## src/rtl/err_ctrl_router_pkg.sv

```systemverilog
// Shared encodings for the error-control router: command modes and FSM states.
package err_ctrl_router_pkg;

    typedef enum logic [1:0] {
        MODE_TIMED    = 2'd0,
        MODE_CONT     = 2'd1,
        MODE_PERIODIC = 2'd2
    } mode_e;

    typedef enum logic [1:0] {
        ST_IDLE   = 2'd0,
        ST_ACTIVE = 2'd1,
        ST_DONE   = 2'd2
    } state_e;

    // Index width that stays legal (>=1 bit) even for a single channel.
    function automatic int f_idx_w(input int n);
        return (n > 1) ? $clog2(n) : 1;
    endfunction

endpackage

```

## src/rtl/err_ctrl_router_decode.sv

```systemverilog
// Combinational decode of a global error-control code into {in_range, channel, local code}.
module err_ctrl_decode
    import err_ctrl_router_pkg::*;
#(
    parameter int INW     = 8,
    parameter int OUTW    = 4,
    parameter int NCH     = 4,
    parameter int LOW     = 0,
    parameter int CH_SPAN = 16,
    localparam int CHW    = f_idx_w(NCH)
) (
    input  logic [INW-1:0]  i_ctrl,
    output logic            o_in_range,
    output logic [CHW-1:0]  o_ch,
    output logic [OUTW-1:0] o_local
);

    localparam int SW = $clog2(CH_SPAN);
    localparam int HI = LOW + NCH * CH_SPAN - 1;

    // One extra bit so codes below LOW cannot alias into a valid offset.
    logic [INW:0] w_off;

    assign w_off      = {1'b0, i_ctrl} - (INW+1)'(LOW);
    assign o_in_range = (int'(i_ctrl) >= LOW) && (int'(i_ctrl) <= HI);
    assign o_ch       = CHW'(w_off >> SW);
    assign o_local    = OUTW'(w_off[SW-1:0]);

endmodule

```

## src/rtl/err_ctrl_router.sv

```systemverilog
// Registered multi-channel error-injection router: accepts one command, drives one
// channel's enable/ctrl for a timed, continuous or periodic window, then pulses done.
module err_ctrl_router
    import err_ctrl_router_pkg::*;
#(
    parameter int INW     = 8,
    parameter int OUTW    = 4,
    parameter int NCH     = 4,
    parameter int LOW     = 0,
    parameter int CH_SPAN = 16,
    parameter int CNTW    = 16
) (
    input  logic                 i_clk,
    input  logic                 i_rst_n,
    input  logic                 i_cfg_valid,
    output logic                 o_cfg_ready,
    input  logic [INW-1:0]       i_cfg_ctrl,
    input  logic [1:0]           i_cfg_mode,
    input  logic [CNTW-1:0]      i_cfg_len,
    input  logic                 i_abort,
    output logic [NCH-1:0]       o_sub_err_en,
    output logic [NCH*OUTW-1:0]  o_sub_err_ctrl,
    output logic                 o_busy,
    output logic                 o_done,
    output logic                 o_oor
);

    localparam int CHW = f_idx_w(NCH);

    logic                      w_in_range;
    logic [CHW-1:0]            w_ch;
    logic [OUTW-1:0]           w_local;
    mode_e                     w_mode;

    state_e                    r_state;
    mode_e                     r_mode;
    logic [CNTW-1:0]           r_cnt;
    logic [CNTW-1:0]           r_reload;
    logic [CHW-1:0]            r_ch;
    logic [NCH-1:0]            r_en;
    logic [NCH-1:0][OUTW-1:0]  r_ctrl;
    logic                      r_ready;
    logic                      r_busy;
    logic                      r_done;
    logic                      r_oor;

    err_ctrl_decode #(
        .INW     (INW),
        .OUTW    (OUTW),
        .NCH     (NCH),
        .LOW     (LOW),
        .CH_SPAN (CH_SPAN)
    ) u_decode (
        .i_ctrl     (i_cfg_ctrl),
        .o_in_range (w_in_range),
        .o_ch       (w_ch),
        .o_local    (w_local)
    );

    // Reserved mode 3 folds into TIMED.
    always_comb begin
        w_mode = MODE_TIMED;
        case (i_cfg_mode)
            2'd1:    w_mode = MODE_CONT;
            2'd2:    w_mode = MODE_PERIODIC;
            default: w_mode = MODE_TIMED;
        endcase
    end

    // Counter runs len-1 .. 0 so len=2^CNTW-1 fits without wrap; len 0 and 1 both give one cycle.
    function automatic logic [CNTW-1:0] f_load(input logic [CNTW-1:0] len);
        return (len == '0) ? '0 : len - CNTW'(1);
    endfunction

    always_ff @(posedge i_clk or negedge i_rst_n) begin
        if (!i_rst_n) begin
            r_state  <= ST_IDLE;
            r_mode   <= MODE_TIMED;
            r_cnt    <= '0;
            r_reload <= '0;
            r_ch     <= '0;
            r_en     <= '0;
            r_ctrl   <= '0;
            r_ready  <= 1'b0;
            r_busy   <= 1'b0;
            r_done   <= 1'b0;
            r_oor    <= 1'b0;
        end else begin
            r_done <= 1'b0;
            r_oor  <= 1'b0;
            case (r_state)
                ST_IDLE: begin
                    r_ready <= 1'b1;
                    if (i_cfg_valid && r_ready) begin
                        r_ready  <= 1'b0;
                        r_mode   <= w_mode;
                        r_cnt    <= f_load(i_cfg_len);
                        r_reload <= f_load(i_cfg_len);
                        r_ch     <= w_ch;
                        if (w_in_range) begin
                            r_state      <= ST_ACTIVE;
                            r_busy       <= 1'b1;
                            r_en         <= '0;
                            r_en[w_ch]   <= 1'b1;
                            r_ctrl       <= '0;
                            r_ctrl[w_ch] <= w_local;
                        end else begin
                            r_state <= ST_DONE;
                            r_done  <= 1'b1;
                            r_oor   <= 1'b1;
                        end
                    end
                end
                ST_ACTIVE: begin
                    // Abort and natural TIMED expiry share one exit, so they never double-pulse.
                    if (i_abort || (r_mode == MODE_TIMED && r_cnt == '0)) begin
                        r_state <= ST_DONE;
                        r_en    <= '0;
                        r_ctrl  <= '0;
                        r_busy  <= 1'b0;
                        r_done  <= 1'b1;
                    end else if (r_mode == MODE_PERIODIC) begin
                        if (r_cnt == '0) begin
                            r_cnt      <= r_reload;
                            r_en[r_ch] <= 1'b1;
                        end else begin
                            r_cnt <= r_cnt - CNTW'(1);
                            r_en  <= '0;
                        end
                    end else if (r_mode == MODE_TIMED) begin
                        r_cnt <= r_cnt - CNTW'(1);
                    end
                end
                ST_DONE: begin
                    r_state <= ST_IDLE;
                    r_ready <= 1'b1;
                end
                default: begin
                    r_state <= ST_IDLE;
                    r_ready <= 1'b0;
                end
            endcase
        end
    end

    assign o_cfg_ready    = r_ready;
    assign o_sub_err_en   = r_en;
    assign o_sub_err_ctrl = r_ctrl;
    assign o_busy         = r_busy;
    assign o_done         = r_done;
    assign o_oor          = r_oor;

endmodule

```

## config.mk

```make
export PLATFORM = sky130hd
export DESIGN_NAME = err_ctrl_router
export DESIGN_NICKNAME = d
export VERILOG_FILES = /design/src/rtl/err_ctrl_router_pkg.sv /design/src/rtl/err_ctrl_router_decode.sv /design/src/rtl/err_ctrl_router.sv
export SDC_FILE = /design/constraint.sdc
export NUM_CORES = 1
export LEC_CHECK = 0
export ABC_AREA = 1
export CELL_PAD_IN_SITES_DETAIL_PLACEMENT = 2
export CELL_PAD_IN_SITES_GLOBAL_PLACEMENT = 2
export CORE_UTILIZATION = 30
export CTS_CLUSTER_SIZE = 30
export DETAILED_ROUTE_END_ITERATION = 12
export GPL_ROUTABILITY_DRIVEN = 0
export PLACE_DENSITY = 0.78
export SETUP_SLACK_MARGIN = 0.1
export SYNTH_ARGS = -nofsm -noshare
export SYNTH_HDL_FRONTEND = slang
export SYNTH_SLANG_ARGS = --single-unit
```

## constraint.sdc

```tcl
create_clock -name i_clk -period 2.17 [get_ports i_clk]
set_input_delay 0.217 -clock i_clk [delete_from_list [all_inputs] [get_ports i_clk]]
set_output_delay 0.217 -clock i_clk [all_outputs]
set_load 0.01 [all_outputs]
```

==> reports/metrics.csv, run 1 <==
metric,value,unit
pin_count,54,
async_reset_ff_share,100,%
synth_seq_cells,62,
crit_slowest_cell,dfrtp_1,
die-area,13900,sq um
clk_latency,0.34,ns
fin_nets,698,
finalHoldViolations,0,
maxCapViolCount,0,
grt_usage,22.2,%
worstPathArrival,2.19,ns
skew,0.00950,ns
crit_path_max_incr_delay,0.42,ns
totalWireLength,15500,um
period_needed,1.97,ns
p_per_area,1370,nW/um^2
die_w,118,um
path_cells,inv_2 -> ha_1 -> inv_1 -> nor2_2 -> nand2_1 -> nor2_4 -> nand3_4 -> buf_4 -> nand2_1 -> o21ai_0 -> nand2_1 -> nand2_1 -> nand2_1 -> nand2_1,
report.final.slew_viol_count,0,
clk_pin_slew,0.06,ns
seqPwrFrac,29.9,%
antenna_cells,0,
worst-setup-path-type,register to register,
rsz0062_at_grt,no,
fin_crit_sh,90.8,%
synth-edff-count,0,
antenna_found_initial,0,
p_total,0.00721,W
p_switching,0.00322,W
path_depth,14,
path_delay_family,simple AND/OR/NAND/NOR gates,
worstReg2RegStart,r_cnt[0],
cts_tree,done,
ys_types,30,
num_rows,41,
vias_per_cell,4.93,
critPathBufInv,3,
grt_pass1_vias,4517,
hold_class,primary input to asynchronous set/reset pin,
crit_path_start_kind,register,
synth.area.top_cells,"dfrtp_1 38%, nand2_1 19%, nor2_1 6.8%",
firstDrtPassIters,4,
syn_area_per_cell,6.82,sq um
syn_inst,591,
reg2regPathDepth,14,
cts.htree.levels,3,
path_max_fanout,7,
synth_top_cell_by_area,dfrtp_1,
p_leak,2.54,nW
first_iter_violations,176,
synth-seq-area-share,38.5,%
startpoint,r_cnt[0],
cts_made_buffers,9,
end_kind,register,
crit_required,2.39,ns
worst_pin_slew,0.410,ns
grt_first_pass_wirelength,24100,um
p_int,0.00400,W
syn2layout_area_growth,30.3,%
synth_most_common_cell,nand2_1,
swShare,44.6,%
comb_power_share,48.6,%
synth_common_cells,"209 x nand2_1, 73 x nor2_1, 62 x dfrtp_1",
syn_area,4030,sq um
cts_buffer_depth,2,
vias,4150,
fillCellCount,1531,
vdd_ir_drop_max,469,uV
avgRoutedWirePerCell,18.4,um
grt.overflow.total,0,
max_freq,0.508,GHz
drc,0,
initial_core_util,31.3,%
tns,0,ns
drive_above_1_share,14.2,%
synth_fp_nets,625,
grt_max_degree,49,
floorplan.core_area,12900,sq um
synth_warnings,0,
io_buffers,53,
status,"finished, final reports clean",
synth_top_area_share,38.5,%
relSlewSlack,72.5,%
power_frac_clock,21.5,%
cp_common_cell,nand2_1,
die_h,118,um
synth_ff_type,dfrtp_1,
cts-root-buf,clkbuf_16,
setup_violations,0,
ant_nets,0,
dpl.hpwl,11400,um
numClockSinks,62,
[cell usage in the layout, fill, tap and decap left out, drive strengths merged]
cell             n
nand2          229
nor2            81
inv             64
dfrtp           62
nand3           54
clkdlybuf4s50   52
o21ai           43
buf             22
nand4           18
clkbuf          12
a21oi            6
clkinv           5
xnor2            4
xor2             4
ha               4
nor3             2
nand3b           2
o31ai            1
o21bai           1
or2              1
bufinv           1
dlygate4sd3      1
[routing by layer]
layer | GRT usage, % | wire length [um] | up-vias
met5 | 0 | 0 | -
met4 | 7.93 | 307 | 0
met3 | 2.52 | 357 | 21
met2 | 38.3 | 7600 | 65
met1 | 28.6 | 7210 | 2058
li1 | - | - | 2006
[registers in the layout, indices dropped and copies added, names as in the netlist]
register / count
r_cnt: 16
o_sub_err_ctrl: 16
o_sub_err_en: 4
o_busy: 1
r_ch: 2
o_done: 1
r_reload: 16
o_cfg_ready: 1
r_state: 2
o_oor: 1
r_mode: 2
[path summary, 6_finish.rpt]
kind | end | slack (ns)
max | r_cnt[3] | 0.20
min reg2reg | r_reload[6] | 0.49
max reg2reg | r_cnt[3] | 0.20
max in group asynchronous | o_sub_err_ctrl[10] | 1.20
min in group i_clk | r_mode[0] | 0.48
min | r_reload[11] | 0.37
[per-stage QoR]
step	area (sq um)	setup slack [ns]	std cells	util (%)	hold slack (ns)
floorplan	4030	0.435	591	-	-0.0786
global placement	4800	0.146	816	37.3	0.155
detailed placement	4800	0.00806	816	37.3	0.164
CTS	5140	0.112	833	39.9	0.339
global route	5250	0.0613	841	40.8	0.408
finish	5250	0.200	841	40.8	0.366
[what timing repair did]
action,4_1_cts,5_1_grt
endpoints found under the hold margin,14,0
hold buffers,1,0
gates resized for setup,1,11
endpoints found under the setup margin,18,34
pin swaps,0,3
cloned,0,2
buffers inserted,0,6
[cell type report]
type	count	area, sq um	share of cell area (%)
Clock buffer	12	267	5.07
Clock inverter	4	52.6	1.00
Inverter	66	253	4.81
Multi-Input combinational cell	450	2200	41.9
Sequential cell	62	1550	29.5
Tap cell	172	215	4.10
Timing Repair Buffer	75	713	13.6
[power by group through the flow]
| stage | clock [W] | sequential, W | combinational, W |
|---|---|---|---|
| final | 0.00155 | 0.00216 | 0.00350 |
| after global placement | 0 | 0.00214 | 0.00311 |
| after detailed placement | 0 | 0.00216 | 0.00328 |
| after floorplan | 0 | 0.00214 | 0.00199 |
| after global routing | 0.00161 | 0.00222 | 0.00386 |
| after CTS | 0.00157 | 0.00216 | 0.00336 |
[logic make-up after synthesis]
logic type      count (synthesis)  synth area share, %
xor+xnor                        8                 1.74
compound gates                 51                 8.13
flops                          62                 38.5
buf+inv                        81                 8.69
simple gates                  385                 41.7
fa+ha+maj                       4                 1.24
Note: power is estimated with default switching activity, not from simulation.
==> inputs of run 2 (changes only) <==
--- a/config.mk
+++ b/config.mk
@@ -8,11 +8,11 @@
 export ABC_AREA = 1
 export CELL_PAD_IN_SITES_DETAIL_PLACEMENT = 2
 export CELL_PAD_IN_SITES_GLOBAL_PLACEMENT = 2
-export CORE_UTILIZATION = 30
+export CORE_UTILIZATION = 31
 export CTS_CLUSTER_SIZE = 30
 export DETAILED_ROUTE_END_ITERATION = 12
 export GPL_ROUTABILITY_DRIVEN = 0
-export PLACE_DENSITY = 0.78
+export PLACE_DENSITY = 0.8
 export SETUP_SLACK_MARGIN = 0.1
 export SYNTH_ARGS = -nofsm -noshare
 export SYNTH_HDL_FRONTEND = slang
==> constraint.sdc (replaced) <==
create_clock -name i_clk -period 1.9 [get_ports i_clk]
set_input_delay 0.19 -clock i_clk [delete_from_list [all_inputs] [get_ports i_clk]]
set_output_delay 0.19 -clock i_clk [all_outputs]
set_load 0.01 [all_outputs]
==> reports/metrics.csv, run 2 (synthesized netlist as in run 1, its figures left out) <==
metric,value,unit,change
relSlewSlack,68.1,%,was 72.5%
reg2reg_slack,-0.23,ns,was 0.20 ns
violations,negative setup slack,,
vias,4887,,was 4150
skew,0.0107,ns,was 0.00950 ns
cts.htree.levels,3,,unchanged
fillCellCount,1403,,was 1531
setup_violations,36,,was 0
floorplan.core_area,12700,sq um,was 12900 sq um
maxCapViolCount,0,,unchanged
crit_path_max_incr_delay,0.45,ns,was 0.42 ns
p_total,0.0108,W,was 0.00721 W
p_per_area,1760,nW/um^2,was 1370 nW/um^2
p_switching,0.00538,W,was 0.00322 W
power_frac_clock,17.9,%,was 21.5%
pin_count,54,,unchanged
grt.overflow.total,0,,unchanged
firstDrtPassIters,4,,unchanged
p_int,0.00545,W,was 0.00400 W
r2r-end,r_cnt[3],,unchanged
grt_usage,32.4,%,was 22.2%
seqPwrFrac,25.2,%,was 29.9%
crit_slowest_cell,dfrtp_1,,unchanged
grt_first_pass_wirelength,31100,um,was 24100 um
setup_slack,-0.230,ns,was 0.200 ns
critPathBufInv,4,,was 3
die_h,116,um,was 118 um
vdd_ir_drop_max,695,uV,was 469 uV
grt_max_degree,63,,was 49
path_cells,inv_2 -> ha_4 -> inv_4 -> nor2_4 -> nand2_2 -> nor2_4 -> buf_6 -> nand3_4 -> buf_12 -> o21ai_1 -> nand2_1 -> nand2_1 -> nand2_2 -> nand2_2,,was inv_2 -> ha_1 -> inv_1 -> nor2_2 -> nand2_1 -> nor2_4 -> nand3_4 -> buf_4 -> nand2_1 -> o21ai_0 -> nand2_1 -> nand2_1 -> nand2_1 -> nand2_1
drive_above_1_share,29.1,%,was 14.2%
avgRoutedWirePerCell,27.6,um,was 18.4 um
cts_made_buffers,9,,unchanged
max_freq,0.470,GHz,was 0.508 GHz
clk_pin_slew,0.06,ns,about the same
crit_required,2.19,ns,was 2.39 ns
dpl.hpwl,11500,um,was 11400 um
swShare,49.7,%,was 44.6%
antenna_cells,0,,unchanged
tns,-4.86,ns,was 0 ns
layout_common_cells,"172 x nand2_1, 62 x dfrtp_1, 55 x inv_1, 54 x nor2_1, 52 x clkdlybuf4s50_1",,"was 209 x nand2_1, 70 x nor2_1, 62 x dfrtp_1, 58 x inv_1"
syn2layout_area_growth,53.0,%,was 30.3%
fin_nets,727,,was 698
worstReg2RegStart,r_cnt[0],,unchanged
cts_buffer_depth,2,,unchanged
mostFrequentLayoutCell,nand2_1,,unchanged
dp.cells,830,,was 816
cts_tree,done,,unchanged
period_needed,2.13,ns,was 1.97 ns
reg2regPathDepth,14,,unchanged
antenna_found_initial,0,,unchanged
fin_crit_sh,112,%,was 90.8%
cts-root-buf,clkbuf_16,,unchanged
report.final.slew_viol_count,0,,unchanged
crit_path_start_kind,register,,unchanged
path_delay_family,simple AND/OR/NAND/NOR gates,,unchanged
drc,0,,unchanged
rsz0062_at_grt,yes,,was no
path_max_fanout,4,,was 7
num_rows,41,,unchanged
numClockSinks,62,,unchanged
vias_per_cell,5.62,,was 4.93
post_dp_cell_area,4940,sq um,was 4800 sq um
comb_power_share,57.0,%,was 48.6%
worstPathArrival,2.42,ns,was 2.19 ns
initial_core_util,31.8,%,was 31.3%
grt_pass1_vias,5203,,was 4517
die-area,13500,sq um,was 13900 sq um
p_leak,2.91,nW,was 2.54 nW
worst_pin_slew,0.478,ns,was 0.410 ns
totalWireLength,24000,um,was 15500 um
status,finished with violations,,"was finished, final reports clean"
end_kind,register,,unchanged
design_area,6170,sq um,was 5250 sq um
first_iter_violations,291,,was 176
instances_no_fill,870,,was 841
cp_common_cell,nand2_2,,was nand2_1
post-route-util,48.7,%,was 40.8%
ant_nets,0,,unchanged
worst-setup-path-type,register to register,,unchanged
clk_latency,0.36,ns,was 0.34 ns
hold_class,primary input to asynchronous set/reset pin,,unchanged
finalHoldViolations,0,,unchanged
io_buffers,53,,unchanged
die_w,116,um,was 118 um
==> run 2: cell types whose count changed in the layout (fill, tap and decap cells not counted), moves of 5 or more <==
cell     delta
nand3_4     +5
nand2_1    -37
nand3_1    -17
nand3_2    +12
nand2_4    +20
buf_4      +12
buf_6       +5
nand2_2    +16
nor2_1     -16
buf_12      +5
nor2_4     +12
==> run 2: cell type report <==
type                       count  area [sq um]  share of cell area (%)
clock inverter                 5          82.6                    1.34
clock buffer                  11           243                    3.94
inverter                      66           278                    4.50
timing repair buffer         104          1130                    18.4
multi-input combinational    448          2650                    42.9
sequential                    62          1550                    25.2
tap                          172           215                    3.49
timing repair inverter         2          17.5                   0.284
==> run 2: repair_timing <==
item | in CTS | in global routing
endpoints found under the setup margin | 42 | 41
endpoints found under the hold margin | 62 | 0
hold buffers | 1 | 0
cloned | 7 | 2
gates resized for setup | 62 | 98
pin swaps | 17 | 29
buffers inserted | 9 | 6
==> run 2: per-stage QoR <==
| stage | hold slack (ns) | setup slack [ns] |
|---|---|---|
| after global routing | 0.401 | -0.259 |
| after detailed placement | 0.236 | -0.114 |
| after CTS | 0.408 | -0.0899 |
| after global placement | 0.235 | -0.0121 |
| final | 0.359 | -0.230 |
| after floorplan | -0.106 | 0.165 |
==> run 2: worst max-delay path by stage <==
stage	from	to	slack, ns	depth (start not counted)
after floorplan	r_cnt[0]	o_busy	0.17	14
after global placement	i_cfg_len[3]	r_cnt[9]	-0.01	9
after detailed placement	i_cfg_len[0]	r_cnt[6]	-0.11	12
after CTS	r_cnt[1]	r_cnt[15]	-0.09	15
after global routing	r_cnt[0]	r_cnt[3]	-0.26	14
final	r_cnt[0]	r_cnt[3]	-0.23	14
==> run 2: worst reg2reg max path, stage by stage, from the launching register on <==
cell and delay (ns):
dfrtp_1 0.45, inv_2 0.13, ha_4 0.17, inv_4 0.04, nor2_4 0.09, nand2_2 0.07
nor2_4 0.12, buf_6 0.12, nand3_4 0.13, buf_12 0.21, o21ai_1 0.19, nand2_1 0.09
nand2_1 0.10, nand2_2 0.07, nand2_2 0.09
==> run 2: metal layers <==
| metal | share of wire, % | global-route usage, % |
|---|---|---|
| met5 | 0 | 0 |
| met3 | 5.1 | 6.12 |
| met4 | 6.3 | 17.7 |
| met1 | 39 | 37.3 |
| met2 | 50 | 56.5 |
==> run 2: power by group through the flow <==
stage                     logic (W)  registers (W)  clock network (W)
after floorplan             0.00227        0.00244                  0
after global placement      0.00378        0.00239                  0
after detailed placement    0.00400        0.00244                  0
after CTS                   0.00483        0.00248            0.00187
after global routing        0.00642        0.00274            0.00198
final                       0.00617        0.00272            0.00193
==> inputs of run 3 (changes only) <==
--- a/config.mk
+++ b/config.mk
@@ -12,8 +12,9 @@
 export CTS_CLUSTER_SIZE = 30
 export DETAILED_ROUTE_END_ITERATION = 12
 export GPL_ROUTABILITY_DRIVEN = 0
-export PLACE_DENSITY = 0.8
+export PLACE_DENSITY = 0.79
 export SETUP_SLACK_MARGIN = 0.1
 export SYNTH_ARGS = -nofsm -noshare
 export SYNTH_HDL_FRONTEND = slang
+export SYNTH_HIERARCHICAL = 1
 export SYNTH_SLANG_ARGS = --single-unit
==> reports/metrics.csv, run 3 <==
metric,value,unit,change
path_max_fanout,8,,was 4
worstPathArrival,2.01,ns,was 2.42 ns
floorplan.core_area,12700,sq um,unchanged
syn_area,4060,sq um,was 4030 sq um
ys_types,32,,was 30
relSlewSlack,75.2,%,was 68.1%
die_w,116,um,about the same
max_freq,0.555,GHz,was 0.470 GHz
grt.overflow.total,0,,unchanged
end_kind,register,,unchanged
reg2reg_slack,0.1,ns,was -0.23 ns
highest_layer,met4,,unchanged
syn_inst,585,,was 591
skew,0.00724,ns,was 0.0107 ns
fin_crit_sh,94.8,%,was 112%
wirelength_met1,7130,um,was 9260 um
antenna_cells,0,,unchanged
r2r-end,r_cnt[3],,unchanged
wl_met2,8540,um,was 12000 um
setup_violations,0,,was 36
p_leak,2.64,nW,was 2.91 nW
vias_per_cell,5.03,,was 5.62
syn_area_per_cell,6.93,sq um,was 6.82 sq um
grt_usage,24.5,%,was 32.4%
maxCapViolCount,0,,unchanged
grt_max_degree,36,,was 63
synth_top_area_share,38.2,%,was 38.5%
grt_pass1_vias,4568,,was 5203
numClockSinks,62,,unchanged
antenna_found_initial,0,,unchanged
totalWireLength,16400,um,was 24000 um
synth-seq-area-share,38.2,%,was 38.5%
finalHoldViolations,0,,unchanged
p_total,0.00828,W,was 0.0108 W
synth_most_common_cell,nand2_1,,unchanged
drc,0,,unchanged
vdd_ir_drop_max,551,uV,was 695 uV
clk_latency,0.35,ns,was 0.36 ns
synth_warnings,6,,was 0
report.final.slew_viol_count,0,,unchanged
cts_made_buffers,9,,unchanged
async_reset_ff_share,100,%,unchanged
route.met3.wl,508,um,was 1230 um
status,"finished, final reports clean",,was finished with violations
synth_common_cells,"185 x nand2_1, 83 x nor2_1, 63 x inv_1",,"was 209 x nand2_1, 73 x nor2_1, 62 x dfrtp_1"
reg2regPathDepth,7,,was 14
die-area,13500,sq um,about the same
cts_buffer_depth,2,,unchanged
tns,0,ns,was -4.86 ns
period_needed,1.80,ns,was 2.13 ns
hold_class,primary input to asynchronous set/reset pin,,unchanged
crit_path_start_kind,register,,unchanged
fin_nets,723,,was 727
layout_common_cells,"175 x nand2_1, 68 x nor2_1, 58 x dfrtp_1, 57 x inv_1, 54 x buf_4",,"was 172 x nand2_1, 62 x dfrtp_1, 55 x inv_1, 54 x nor2_1, 52 x clkdlybuf4s50_1"
synth_top_cell_by_area,dfrtp_1,,unchanged
first_iter_violations,237,,was 291
ant_nets,0,,unchanged
worst_pin_slew,0.373,ns,was 0.478 ns
synth_fp_nets,619,,was 625
vias,4354,,was 4887
dpl.hpwl,12000,um,was 11500 um
avgRoutedWirePerCell,18.9,um,was 27.6 um
initial_core_util,32.0,%,was 31.8%
drive_above_1_share,22.8,%,was 29.1%
pin_count,54,,unchanged
syn2layout_area_growth,37.5,%,was 53.0%
cts_tree,done,,unchanged
synth-edff-count,0,,unchanged
synth_ff_type,dfrtp_1,,unchanged
worstReg2RegStart,r_cnt[6],,was r_cnt[0]
rsz0062_at_grt,yes,,unchanged
grt_first_pass_wirelength,24700,um,was 31100 um
io_buffers,53,,unchanged
synth_seq_cells,62,,unchanged
clk_pin_slew,0.06,ns,about the same
cts-root-buf,clkbuf_16,,unchanged
worst-setup-path-type,register to register,,unchanged
synth.area.top_cells,"dfrtp_1 38%, nand2_1 17%, nor2_1 7.7%",,"was dfrtp_1 38%, nand2_1 19%, nor2_1 6.8%"
cts.htree.levels,3,,unchanged
crit_required,2.11,ns,was 2.19 ns
die_h,116,um,about the same
firstDrtPassIters,4,,unchanged
mostFrequentLayoutCell,nand2_1,,unchanged
p_per_area,1480,nW/um^2,was 1760 nW/um^2
num_rows,41,,unchanged
## run 3: layer usage
layer  vias up  GRT usage, %
met5         -             0
met2        91          43.6
met1      2183          31.0
met4         0          6.32
li1       2060             -
met3        20          3.43
## run 3: how the worst max path moves through the flow
stage | from | to | slack, ns | cells past startpoint
after floorplan | r_cnt[0] | o_sub_err_ctrl[3] | 0.30 | 12
after global placement | i_cfg_len[0] | r_cnt[1] | -0.05 | 11
after detailed placement | i_cfg_len[3] | r_cnt[2] | -0.20 | 10
after CTS | r_mode[0] | r_cnt[7] | 0.10 | 9
after global routing | r_cnt[6] | r_cnt[3] | 0.05 | 10
final | r_cnt[6] | r_cnt[3] | 0.1 | 7
## run 3: power by group
part	leakage, nW	total, W	internal, W	switching (W)
Clock	0.128	0.00156	0.000883	0.000673
Sequential	0.778	0.00244	0.00193	0.000506
Combinational	1.73	0.00429	0.00168	0.00261
Total	2.64	0.00828	0.00449	0.00379
## run 3: critical path, stage by stage, from the launching register on
cell and delay, ns:
dfrtp_1 0.42, nor2_2 0.20, nand2_2 0.14, nor2_4 0.15, nand4_1 0.13, buf_4 0.21
o211ai_1 0.27, a21oi_1 0.14
## run 3: stage by stage
step | std cells | setup slack [ns] | hold slack, ns | util (%) | cell area (sq um)
after floorplan | 585 | 0.302 | -0.106 | - | 4060
after global placement | 836 | -0.0533 | 0.108 | 39.8 | 5040
after detailed placement | 836 | -0.200 | 0.122 | 39.8 | 5040
after CTS | 854 | 0.101 | 0.294 | 42.5 | 5390
after global routing | 866 | 0.0453 | 0.344 | 44.0 | 5580
final | 866 | 0.0992 | 0.318 | 44.0 | 5580
## run 3: timing repair
action,in CTS,in global routing
endpoints found under the setup margin,38,38
hold buffers,1,0
hold endpoints to repair,9,0
resized for setup,14,36
cloned,0,1
pin swaps,5,16
buffers inserted,1,11
## run 3: area by class of cell
type	count	area, sq um
clock buffer	9	225
sequential	62	1560
fill	1468	7090
clock inverter	7	50.0
inverter	66	256
multi-input combinational	437	2240
tap	172	215
timing repair buffer	113	1030
## run 3: cells by family (layout without fill, tap and decap cells)
| logic type | Yosys count | count (layout) | synth area share (%) |
|---|---|---|---|
| and+or+nand+nor | 362 | 363 | 39.0 |
| AOI/OAI and AO/OA | 63 | 63 | 10.0 |
| adders and majority gates | 4 | 4 | 1.23 |
| buffers and inverters | 87 | 195 | 9.93 |
| DFF | 62 | 62 | 38.2 |
| xor gates and xnor gates | 7 | 7 | 1.51 |
